File: config.mk
export PLATFORM = sky130hd
export DESIGN_NAME = tis_node_sequencer_flat
export DESIGN_NICKNAME = d
export VERILOG_FILES = /design/src/rtl/tis_node_sequencer_pkg.sv /design/src/rtl/tis_node_sequencer_if.sv /design/src/rtl/tis_node_sequencer_alu.sv /design/src/rtl/tis_node_sequencer.sv /design/src/flat_wrapper.sv
export SDC_FILE = /design/constraint.sdc
export NUM_CORES = 1
export LEC_CHECK = 0
export CORE_MARGIN = 2
export CORE_UTILIZATION = 45
export DETAILED_ROUTE_END_ITERATION = 6
export RECOVER_POWER = 100
export REMOVE_ABC_BUFFERS = 1
export SLEW_MARGIN = 20
export SYNTH_ARGS = -nofsm -noshare
export SYNTH_HDL_FRONTEND = slang
export SYNTH_SLANG_ARGS = --single-unit
File: constraint.sdc
create_clock -name clk -period 13.58 [get_ports clk]
set_clock_uncertainty 0.2 [all_clocks]
set_input_delay 1.358 -clock clk [delete_from_list [all_inputs] [get_ports clk]]
set_output_delay 1.358 -clock clk [all_outputs]
set_load 0.02 [all_outputs]
File: src/rtl/tis_node_sequencer_pkg.sv
// ============================================================================
//  Module      : tis_node_sequencer_pkg
//  Description : Shared opcode, source, ALU and FSM encodings for the node.
//  Revision    : 1.0 - initial release
// ============================================================================
`default_nettype none

package tis_node_sequencer_pkg;

    // Field layout of a program word; rsvd bits are ignored by the decoder.
    typedef struct packed {
        logic [3:0] op;
        logic [1:0] src;
        logic [1:0] rsvd;
        logic [7:0] imm;
    } instr_t;

    localparam logic [3:0] c_op_nop     = 4'h0;
    localparam logic [3:0] c_op_mov_acc = 4'h1;
    localparam logic [3:0] c_op_mov_out = 4'h2;
    localparam logic [3:0] c_op_add     = 4'h3;
    localparam logic [3:0] c_op_sub     = 4'h4;
    localparam logic [3:0] c_op_neg     = 4'h5;
    localparam logic [3:0] c_op_swp     = 4'h6;
    localparam logic [3:0] c_op_sav     = 4'h7;
    localparam logic [3:0] c_op_jmp     = 4'h8;
    localparam logic [3:0] c_op_jez     = 4'h9;
    localparam logic [3:0] c_op_jnz     = 4'hA;
    localparam logic [3:0] c_op_jgz     = 4'hB;
    localparam logic [3:0] c_op_jlz     = 4'hC;

    localparam logic [1:0] c_src_imm = 2'b00;
    localparam logic [1:0] c_src_acc = 2'b01;
    localparam logic [1:0] c_src_in  = 2'b10;
    localparam logic [1:0] c_src_nil = 2'b11;

    localparam logic [1:0] c_alu_pass = 2'b00;
    localparam logic [1:0] c_alu_add  = 2'b01;
    localparam logic [1:0] c_alu_sub  = 2'b10;
    localparam logic [1:0] c_alu_neg  = 2'b11;

    localparam logic [1:0] c_st_idle     = 2'd0;
    localparam logic [1:0] c_st_run      = 2'd1;
    localparam logic [1:0] c_st_wait_out = 2'd2;

    function automatic logic [1:0] alu_code(input logic [3:0] op);
        case (op)
            c_op_add: alu_code = c_alu_add;
            c_op_sub: alu_code = c_alu_sub;
            c_op_neg: alu_code = c_alu_neg;
            default:  alu_code = c_alu_pass;
        endcase
    endfunction

    // Only the MOV and arithmetic ops consume their source operand.
    function automatic logic reads_src(input logic [3:0] op);
        reads_src = (op == c_op_mov_acc) || (op == c_op_mov_out) ||
                    (op == c_op_add)     || (op == c_op_sub);
    endfunction

endpackage

`default_nettype wire

File: src/rtl/tis_node_sequencer_if.sv
// ============================================================================
//  Module      : tis_node_sequencer_if
//  Description : Neighbour input/output valid-ready links of one node.
//  Revision    : 1.0 - initial release
// ============================================================================
`default_nettype none

interface tis_node_sequencer_if #(
    parameter int N = 8
);
    logic [N-1:0] in_data;
    logic         in_valid;
    logic         in_ready;
    logic [N-1:0] out_data;
    logic         out_valid;
    logic         out_ready;

    modport master (
        output in_data, in_valid, out_ready,
        input  in_ready, out_data, out_valid
    );

    modport slave (
        input  in_data, in_valid, out_ready,
        output in_ready, out_data, out_valid
    );
endinterface

`default_nettype wire

File: src/rtl/tis_node_sequencer_alu.sv
// ============================================================================
//  Module      : tis_node_sequencer_alu
//  Description : Wrapping N-bit ALU: pass, ADD, SUB (a - b), NEG.
//  Revision    : 1.0 - initial release
// ============================================================================
`default_nettype none

module tis_node_sequencer_alu
    import tis_node_sequencer_pkg::*;
#(
    parameter int N = 8
) (
    input  wire logic [1:0]   i_code,
    input  wire logic [N-1:0] i_a,
    input  wire logic [N-1:0] i_b,
    output logic      [N-1:0] o_res
);

    always_comb begin
        case (i_code)
            c_alu_add: o_res = i_a + i_b;
            c_alu_sub: o_res = i_a - i_b;
            c_alu_neg: o_res = '0 - i_a;
            default:   o_res = i_b;
        endcase
    end

endmodule

`default_nettype wire

File: src/rtl/tis_node_sequencer.sv
// ============================================================================
//  Module      : tis_node_sequencer
//  Description : Single TIS-100 node: program store, fetch/execute FSM,
//                ACC/BAK sequencing and neighbour valid-ready ports.
//  Revision    : 1.0 - initial release
// ============================================================================
`default_nettype none

module tis_node_sequencer
    import tis_node_sequencer_pkg::*;
#(
    parameter int N          = 8,
    parameter int PROG_DEPTH = 16,
    localparam int AW        = $clog2(PROG_DEPTH)
) (
    input  wire logic          clk,
    input  wire logic          rst,
    input  wire logic          prog_we,
    input  wire logic [AW-1:0] prog_addr,
    input  wire logic [15:0]   prog_data,
    input  wire logic          run,
    tis_node_sequencer_if.slave lnk,
    output logic      [N-1:0]  acc_o,
    output logic      [AW-1:0] pc_o,
    output logic               stalled
);

    localparam logic [AW-1:0] c_pc_one = AW'(1);

    logic [15:0]   r_mem [PROG_DEPTH];
    logic [1:0]    r_state;
    logic [1:0]    w_state_nxt;
    logic [AW-1:0] r_pc;
    logic [N-1:0]  r_acc;
    logic [N-1:0]  r_bak;
    logic [N-1:0]  r_out_data;
    logic          r_out_valid;

    instr_t        w_instr;
    logic [N-1:0]  w_imm_ext;
    logic [N-1:0]  w_src_val;
    logic [N-1:0]  w_alu_res;
    logic          w_uses_in;
    logic          w_in_blocked;
    logic          w_out_accept;
    logic          w_take_jump;
    logic          w_exec;
    logic          w_in_ready;
    logic          w_stalled;
    logic          w_unused_bits;

    always_ff @(posedge clk) begin
        if (prog_we) begin
            r_mem[prog_addr] <= prog_data;
        end
    end

    assign w_instr       = instr_t'(r_mem[r_pc]);
    assign w_unused_bits = ^{w_instr.rsvd, w_instr.imm};

    generate
        if (N > 8) begin : g_imm_sext
            assign w_imm_ext = {{(N-8){w_instr.imm[7]}}, w_instr.imm};
        end else if (N == 8) begin : g_imm_same
            assign w_imm_ext = w_instr.imm;
        end else begin : g_imm_trunc
            assign w_imm_ext = w_instr.imm[N-1:0];
        end
    endgenerate

    always_comb begin
        case (w_instr.src)
            c_src_imm: w_src_val = w_imm_ext;
            c_src_acc: w_src_val = r_acc;
            c_src_in:  w_src_val = lnk.in_data;
            default:   w_src_val = '0;
        endcase
    end

    assign w_uses_in    = reads_src(w_instr.op) && (w_instr.src == c_src_in);
    assign w_in_blocked = w_uses_in && !lnk.in_valid;
    assign w_out_accept = r_out_valid && lnk.out_ready;

    always_comb begin
        case (w_instr.op)
            c_op_jmp: w_take_jump = 1'b1;
            c_op_jez: w_take_jump = (r_acc == '0);
            c_op_jnz: w_take_jump = (r_acc != '0);
            c_op_jgz: w_take_jump = (r_acc != '0) && !r_acc[N-1];
            c_op_jlz: w_take_jump = r_acc[N-1];
            default:  w_take_jump = 1'b0;
        endcase
    end

    tis_node_sequencer_alu #(.N(N)) u_alu (
        .i_code (alu_code(w_instr.op)),
        .i_a    (r_acc),
        .i_b    (w_src_val),
        .o_res  (w_alu_res)
    );

    always_ff @(posedge clk or posedge rst) begin
        if (rst) begin
            r_state <= c_st_idle;
        end else begin
            r_state <= w_state_nxt;
        end
    end

    always_comb begin
        w_state_nxt = r_state;
        case (r_state)
            c_st_idle: begin
                if (run) w_state_nxt = c_st_run;
            end
            c_st_run: begin
                if (!run) begin
                    w_state_nxt = c_st_idle;
                end else if (w_instr.op == c_op_mov_out && !w_in_blocked) begin
                    w_state_nxt = c_st_wait_out;
                end
            end
            c_st_wait_out: begin
                // run is only sampled once the pending output has been taken
                if (w_out_accept) w_state_nxt = run ? c_st_run : c_st_idle;
            end
            default: w_state_nxt = c_st_idle;
        endcase
    end

    always_comb begin
        w_exec     = 1'b0;
        w_in_ready = 1'b0;
        w_stalled  = 1'b0;
        case (r_state)
            c_st_run: begin
                w_stalled  = w_in_blocked;
                w_in_ready = run && w_uses_in;
                w_exec     = run && !w_in_blocked;
            end
            c_st_wait_out: w_stalled = 1'b1;
            default: ;
        endcase
    end

    always_ff @(posedge clk or posedge rst) begin
        if (rst) begin
            r_pc        <= '0;
            r_acc       <= '0;
            r_bak       <= '0;
            r_out_data  <= '0;
            r_out_valid <= 1'b0;
        end else if (w_exec) begin
            // MOV->OUT holds the PC until the output handshake retires it
            if (w_instr.op != c_op_mov_out) begin
                r_pc <= w_take_jump ? w_instr.imm[AW-1:0] : r_pc + c_pc_one;
            end
            case (w_instr.op)
                c_op_mov_acc: r_acc <= w_src_val;
                c_op_mov_out: begin
                    r_out_data  <= w_src_val;
                    r_out_valid <= 1'b1;
                end
                c_op_add, c_op_sub, c_op_neg: r_acc <= w_alu_res;
                c_op_swp: begin
                    r_acc <= r_bak;
                    r_bak <= r_acc;
                end
                c_op_sav: r_bak <= r_acc;
                default: ;
            endcase
        end else if (r_state == c_st_wait_out && w_out_accept) begin
            r_out_valid <= 1'b0;
            r_pc        <= r_pc + c_pc_one;
        end
    end

    assign lnk.in_ready  = w_in_ready;
    assign lnk.out_data  = r_out_data;
    assign lnk.out_valid = r_out_valid;
    assign acc_o         = r_acc;
    assign pc_o          = r_pc;
    assign stalled       = w_stalled;

endmodule

`default_nettype wire
File: src/flat_wrapper.sv
// flat-port wrapper written by rule: the top's interface ports become plain ports
module tis_node_sequencer_flat import tis_node_sequencer_pkg::*;
#(
    parameter int N          = 8,
    parameter int PROG_DEPTH = 16,
    localparam int AW        = $clog2(PROG_DEPTH)
)
  (clk, rst, prog_we, prog_addr, prog_data, run, acc_o, pc_o, stalled, lnk_in_data, lnk_in_valid, lnk_out_ready, lnk_in_ready, lnk_out_data, lnk_out_valid);
  tis_node_sequencer_if #(.N(N)) lnk_i ();
  input  wire logic clk;
  input  wire logic rst;
  input  wire logic prog_we;
  input  wire logic [AW-1:0] prog_addr;
  input  wire logic [15:0] prog_data;
  input  wire logic run;
  output logic      [N-1:0] acc_o;
  output logic      [AW-1:0] pc_o;
  output logic stalled;
  input wire logic [$bits(lnk_i.in_data)-1:0] lnk_in_data;
  input wire logic [$bits(lnk_i.in_valid)-1:0] lnk_in_valid;
  input wire logic [$bits(lnk_i.out_ready)-1:0] lnk_out_ready;
  output wire logic [$bits(lnk_i.in_ready)-1:0] lnk_in_ready;
  output wire logic [$bits(lnk_i.out_data)-1:0] lnk_out_data;
  output wire logic [$bits(lnk_i.out_valid)-1:0] lnk_out_valid;
  assign lnk_i.in_data = lnk_in_data;
  assign lnk_i.in_valid = lnk_in_valid;
  assign lnk_i.out_ready = lnk_out_ready;
  assign lnk_in_ready = lnk_i.in_ready;
  assign lnk_out_data = lnk_i.out_data;
  assign lnk_out_valid = lnk_i.out_valid;
  tis_node_sequencer #(.N(N), .PROG_DEPTH(PROG_DEPTH)) u_core (.clk(clk), .rst(rst), .prog_we(prog_we), .prog_addr(prog_addr), .prog_data(prog_data), .run(run), .lnk(lnk_i), .acc_o(acc_o), .pc_o(pc_o), .stalled(stalled));
endmodule
==> Word level (Yosys, flattened, before mapping) <==
Memory sizes are Yosys's and may differ from the RTL's.
Index checks and enable logic that the tools add are counted.
{ "classes": {"add_sub_neg": 4, "eq_ne": 25, "n_mux": 23, "n_reduce_logical": 28} }
{ "op_table": {"columns": ["operator", "count"], "rows": [
  ["$pmux W8 S3", 3],
  ["$eq A4 B4 Y1 const B", 5],
  ["$eq A4 B3 Y1 const B", 4],
  ["$mux W4", 4],
  ["$pmux W2 S3", 2],
  ["$reduce_and A2 Y1", 5],
  ["$add A8 B8 Y8", 1],
  ["$eq A2 B2 Y1 const B", 4],
  ["$eq A4 B2 Y1 const B", 2],
  ["$logic_and A1 B1 Y1", 8],
  ["$logic_not A8 Y1", 1],
  ["$mux W1", 8],
  ["$mux W2", 4],
  ["$reduce_bool A8 Y1", 1],
  ["$sub A1 B8 Y8 const A", 1],
  ["$sub A8 B8 Y8", 1],
  ["$eq A2 B1 Y1 const B", 3],
  ["$ne A2 B2 Y1 const B", 3],
  ["$pmux W1 S5", 1],
  ["$add A4 B1 Y4 const B", 1],
  ["$eq A4 B1 Y1 const B", 1],
  ["$logic_not A2 Y1", 2],
  ["$ne A4 B2 Y1 const B", 1],
  ["$logic_not A1 Y1", 3],
  ["other kinds (9)", 11]
]} }
{ "totals": {"reg_bits": 31, "ramBits": 256, "input_bits": 34, "memories": 1} }
{ "mem_list": {"columns": ["name", "words", "width", "rd", "rd_ports_with_merged_regs", "wr", "line_no", "rtl"], "rows": [
  ["u_core.r_mem", 16, 16, 1, 0, 1, "tis_node_sequencer.sv:30", "logic [15:0] r_mem [PROG_DEPTH];"]
]} }

==> Longest topological paths before layout <==
An unclocked memory read counts as a cell.
{ "logic_depth": {"word_depth": 12, "ltp_mapped": 26, "depth_no_buf": 21} }

==> Modules after synthesis <==
A second synthesis with hierarchy kept.
{ "hier_totals": {"cells_unflattened": 702, "area_unflattened_um2": 11701.2} }
{ "modules_own_cells": {"columns": ["module", "instances", "cells_each", "area_per_inst_um2", "seq_area_each_um2"], "rows": [
  ["tis_node_sequencer", 1, 585, 10876.7, 7502.2],
  ["tis_node_sequencer_alu", 1, 117, 824.5, 0.0]
]} }

==> Least setup slack after synthesis <==
No wires, ideal clock.
{ "synth_path": {"path_type": "register to register", "start": "register u_core.r_pc[0], in the netlist u_core.pc_o[0]", "end": "register u_core.r_acc[6], in the netlist u_core.acc_o[6]", "setup_time_ns": 0.124, "arrival_ns": 4.975, "t_required_ns": 13.256, "slack_ns": 8.281, "path_stages_with_launch": 25, "path_buffers": 4, "synth_period_minus_slack_ns": 5.299, "path_cell_list": "dfrtp_1 buf_6 buf_12 mux4_1 mux4_2 nor2b_1 nor2b_1 nor2_1 clkbuf_1 nor2_1 inv_1 ha_1 clkbuf_1 nor2_1 xnor2_1 ha_1 nor2b_1 o21ai_0 a21oi_1 o21a_1 or3_1 a31oi_1 or2_2 o21ai_0 o31a_1"} }
{ "synth_between": {"elab_chain_cells": 11, "word_cells_on_any_way": 30, "classes_between": "2 x add/sub; 11 x eq/ne; 5 x mux; 11 x reduce/logical; 1 x memory"} }
{ "synth_rtl": {"columns": ["element", "line_no", "rtl"], "rows": [
  ["start: declaration", "tis_node_sequencer.sv:33", "logic [AW-1:0] r_pc;"],
  ["start signal: assignment", "tis_node_sequencer.sv:156", "r_pc <= w_take_jump ? w_instr.imm[AW-1:0] : r_pc + c_pc_one;"],
  ["start signal: assignment", "tis_node_sequencer.sv:174", "r_pc <= r_pc + c_pc_one;"],
  ["$mem_v2 Z16 W16 *", null, null],
  ["parallel branches: the longest is 10 deep, another holds $sub A8 B8 Y8", null, null],
  ["end signal: assignment", "tis_node_sequencer.sv:159", "c_op_mov_acc: r_acc <= w_src_val;"],
  ["end signal: assignment", "tis_node_sequencer.sv:164", "c_op_add, c_op_sub, c_op_neg: r_acc <= w_alu_res;"],
  ["end signal: assignment", "tis_node_sequencer.sv:166", "r_acc <= r_bak;"],
  ["end: declaration", "tis_node_sequencer.sv:34", "logic [N-1:0] r_acc;"]
]} }
Mark *: on every way between the ends.
A chain may end at the register's enable or synchronous reset.

==> Worst setup path after layout <==
{ "layout_path": {"start": "register u_core.r_pc[0], in the netlist u_core.pc_o[0]", "end": "register u_core.r_acc[7], in the netlist u_core.acc_o[7]"} }
Same word-level chain as after synthesis.

==> results_dict.tcl <==
set metrics [dict create \
    status "finished, violations left" \
    violations "capacitance limit, slew limit" \
    post_drt_wl_per_cell_um 23.10 \
    crit_buf_inv 2 \
    rows 58 \
    worstSkewPairLatency_ps 560 \
    gp_congestion 0.8275 \
    min_period_ps 9010 \
    r2r_start "u_core.pc_o[0]$_DFFE_PP0P_" \
    cts_tree "built" \
    hpwl_mm 15.96 \
    slew_headroom_pct -194.2 \
    vias_per_cell 5.775 \
    fmax_mhz 111.0 \
    synth-seq-cells 255 \
    track_usage_pct 19.48 \
    crit_cells 21 \
    ys_seq_area_share_pct 65.53 \
    grt_setup_unrepaired "false" \
    cts_setup_buffers 0 \
    syn_area_per_cell_um2 16.96 \
    switching_share_pct 37.47 \
    ir_drop_uv 168.0 \
    grt_pass1_wl_mm 38.62 \
    overflow 0 \
    dieArea_um2 26730 \
    final_area_um2 13180 \
    tightestPinTransition_ps 4413 \
    antenna_found_initial 0 \
    drc 0 \
    die_y_um 163.5 \
    path_delay_family "buffers and inverters" \
    grt_pass1_vias 6448 \
    worst-setup-path-type "reg -> reg" \
    coreArea_um2 25110 \
    clkSlewWorstSetupHoldPaths_ps 70 \
    routed-via-count 6341 \
    crit_chain "clkbuf_1 -> mux4_1 -> mux4_2 -> nor2b_1 -> nor2b_1 -> nor2_1 -> nor2_1 -> inv_1 -> ha_1 -> nor2_1 -> a21o_1 -> ha_1 -> nor2b_1 -> o21ai_0 -> a21boi_0 -> o21a_1 -> o211ai_1 -> a21oi_1 -> o221ai_1 -> mux2i_1 -> o31a_1" \
    holdWs_ps 313.6 \
    clkPwrFrac_pct 22.7 \
    r2r_cells 21 \
    hold_viol 0 \
    endpoint_kind "flip-flop" \
    fin_tns_setup_ps 0 \
    fin_util_pct 52.49 \
    p_switching_uw 1216 \
    hp-class "reg -> reg" \
    cts.sink_count 255 \
    cellLeakagePower_uw 0.004571 \
    drv_cap 6 \
    grt_max_degree 62 \
    postPlaceCellArea_um2 12350 \
    hold_depth 1 \
    drt_iter0_markers 556 \
    nets 798 \
    p_comb_share_pct 47.7 \
    ios 57 \
    synth_edf_count 224 \
    ys.flop_type "edfxtp_1" \
    htree_levels 1 \
    cp_data_required_time_ps 13810 \
    synthToLayoutAreaGrowth_pct 15.11 \
    num_antenna_cells 0 \
    cts-resized-gates 0 \
    syn-instance-count 675 \
    seqPwrFrac_pct 29.6 \
    clock-root-buffer "clkbuf_16" \
    drtAntennaViolNets 0 \
    cp_max_fo 61 \
    die_w_um 163.5 \
    setup_viol 0 \
    wirelength_mm 25.36 \
    holdBufCountCts 0 \
    yosysUniqueCellTypes 65 \
    hp-start "u_core.lnk.out_data[7]$_DFFE_PP0P_" \
    synth-async-reset-ratio_pct 12.16 \
    clockBufferDepth 3 \
    numCtsBuffers 28 \
    worstSetupStartpointType "flip-flop" \
    maxSlewViolCount 214 \
    ys_warn_count 0 \
    slowest_stage "clkbuf_1" \
    internal_power_uw 2029 \
    critPathLaunch "u_core.pc_o[0]$_DFFE_PP0P_" \
    crit_arrival_ps 9240 \
    start_util_pct 45.59 \
    drive_gt1_share_pct 13.54 \
    period_share_pct 66.35 \
    drtPass1Iterations 5 \
    cpPeakStageDelay_ps 3070 \
    power_density_nw_per_um2 246.2 \
    synth_area_um2 11450 \
    port_buffers 54 \
]
==> metal layers <==
layer	vias to the layer above	part of all wire, %	wire length [µm]	global-route usage (%)
met5	-	0	0	0
met4	0	2.2	567	5.024
met3	45	4.9	1252	2.743
met2	182	51	13050	34.48
met1	3246	41	10500	25.38
li1	2868	-	-	-
==> worst register-to-register path, stage by stage (launching register included) <==
cell and delay [ps]:
dfrtp_4 390, clkbuf_1 3070, mux4_1 900, mux4_2 600, nor2b_1 210, nor2b_1 190
nor2_1 580, nor2_1 130, inv_1 110, ha_1 340, nor2_1 90, a21o_1 180
ha_1 260, nor2b_1 120, o21ai_0 200, a21boi_0 150, o21a_1 210, o211ai_1 280
a21oi_1 110, o221ai_1 180, mux2i_1 110, o31a_1 280
==> layout make-up <==
type	count	area [µm²]
inverter	23	86.33
clock inverter	23	220.2
timing repair buffer	76	623.1
tap	330	412.9
clock buffer	29	704.4
fill	2071	11930
sequential	255	7507
multi-input combinational	362	3625
==> power by group through the flow <==
| stage | clock (µW) | sequential [µW] | combinational (µW) |
|---|---|---|---|
| final | 735 | 960 | 1550 |
| after global routing | 783 | 966 | 1700 |
| after CTS | 753 | 961 | 1540 |
| after detailed placement | 0 | 977 | 1520 |
| after global placement | 0 | 974 | 1510 |
| after floorplan | 0 | 1060 | 1040 |
==> through the flow <==
step / setup slack [ps] / cells / power (µW)
3_3_place_gp: 7118 / 1046 / 2480
5_1_grt: 3806 / 1098 / 3447
6_report: 4570 / 1098 / 3245
4_1_cts: 7047 / 1098 / 3249
2_1_floorplan: 6929 / 640 / 2096
3_5_place_dp: 7076 / 1046 / 2502
==> cell usage after synthesis (4+ instances only) <==
cell type    n  share of area [%]
nand2_1     13               0.43
nor3_1      10               0.44
clkbuf_1    14               0.46
buf_12       4               0.70
a21o_1       5               0.33
a31oi_1      7               0.38
a21oi_1     31                1.4
mux4_2      33                6.5
nand3b_1     5               0.33
mux2_2      16                1.6
nor2_1      41                1.3
nor2b_1     10               0.55
a211oi_1     5               0.33
mux4_1      28                6.4
a22oi_1     10               0.66
ha_1        17                1.9
nand2b_1     8               0.44
edfxtp_1   224                 59
dfrtp_1     31                6.8
o21ai_0     17               0.74
buf_2        9               0.39
xor2_1       4               0.31
mux2i_1     24                2.1
nand3_1     10               0.44
and3_1       6               0.33
nor4b_1      4               0.31
inv_1       22               0.72
xnor2_1      8               0.61
==> registers in the layout, indices dropped and copies added, names as in the netlist <==
signal                cells
u_core.pc_o               4
u_core.r_state            2
u_core.lnk.out_valid      1
u_core.r_mem            224
u_core.lnk.out_data       8
u_core.r_bak              8
u_core.acc_o              8
==> cell families after synthesis <==
logic type / count (synthesis) / synth area share, %
flip-flops: 255 / 65.53
AND/OR/NAND/NOR: 128 / 6.175
AO/OA/AOI/OAI: 102 / 5.803
multiplexers: 102 / 16.69
buffers and inverters: 58 / 2.852
adder cells (fa/ha/maj): 18 / 2.033
XOR/XNOR: 12 / 0.9180
==> worst paths after layout <==
path                                                      endpoint  slack, ps
worst max-delay path                   u_core.acc_o[7]$_DFFE_PP0P_       4570
worst min-delay path            u_core.lnk.out_data[7]$_DFFE_PP0P_        310
worst max register to register         u_core.acc_o[7]$_DFFE_PP0P_       4570
worst min register to register  u_core.lnk.out_data[7]$_DFFE_PP0P_        310
max in group asynchronous               u_core.pc_o[0]$_DFFE_PP0P_      10210
min in group asynchronous              u_core.r_bak[4]$_DFFE_PP0P_       1700
==> cells in the final DEF (no fill, tap or decap), types with 6 or more instances in the layout <==
cell	synthesis	routed
inv_1	22	22
nor2b_1	10	10
mux4_2	33	33
dlygate4sd3_1	0	36
xnor2_1	8	8
clkbuf_1	14	23
mux2i_1	24	24
dfrtp_1	31	29
a22oi_1	10	10
nor3_1	10	9
nand3_1	10	10
nor2_1	41	41
o21ai_0	17	17
mux2_2	16	15
clkinv_1	1	8
edfxtp_1	224	224
nand2_1	13	13
clkdlybuf4s50_1	0	18
mux4_1	28	28
a31oi_1	7	7
ha_1	17	17
nand2b_1	8	8
a21oi_1	31	31
and3_1	6	6
clkbuf_16	0	28
(Power assumes the default switching activity.)
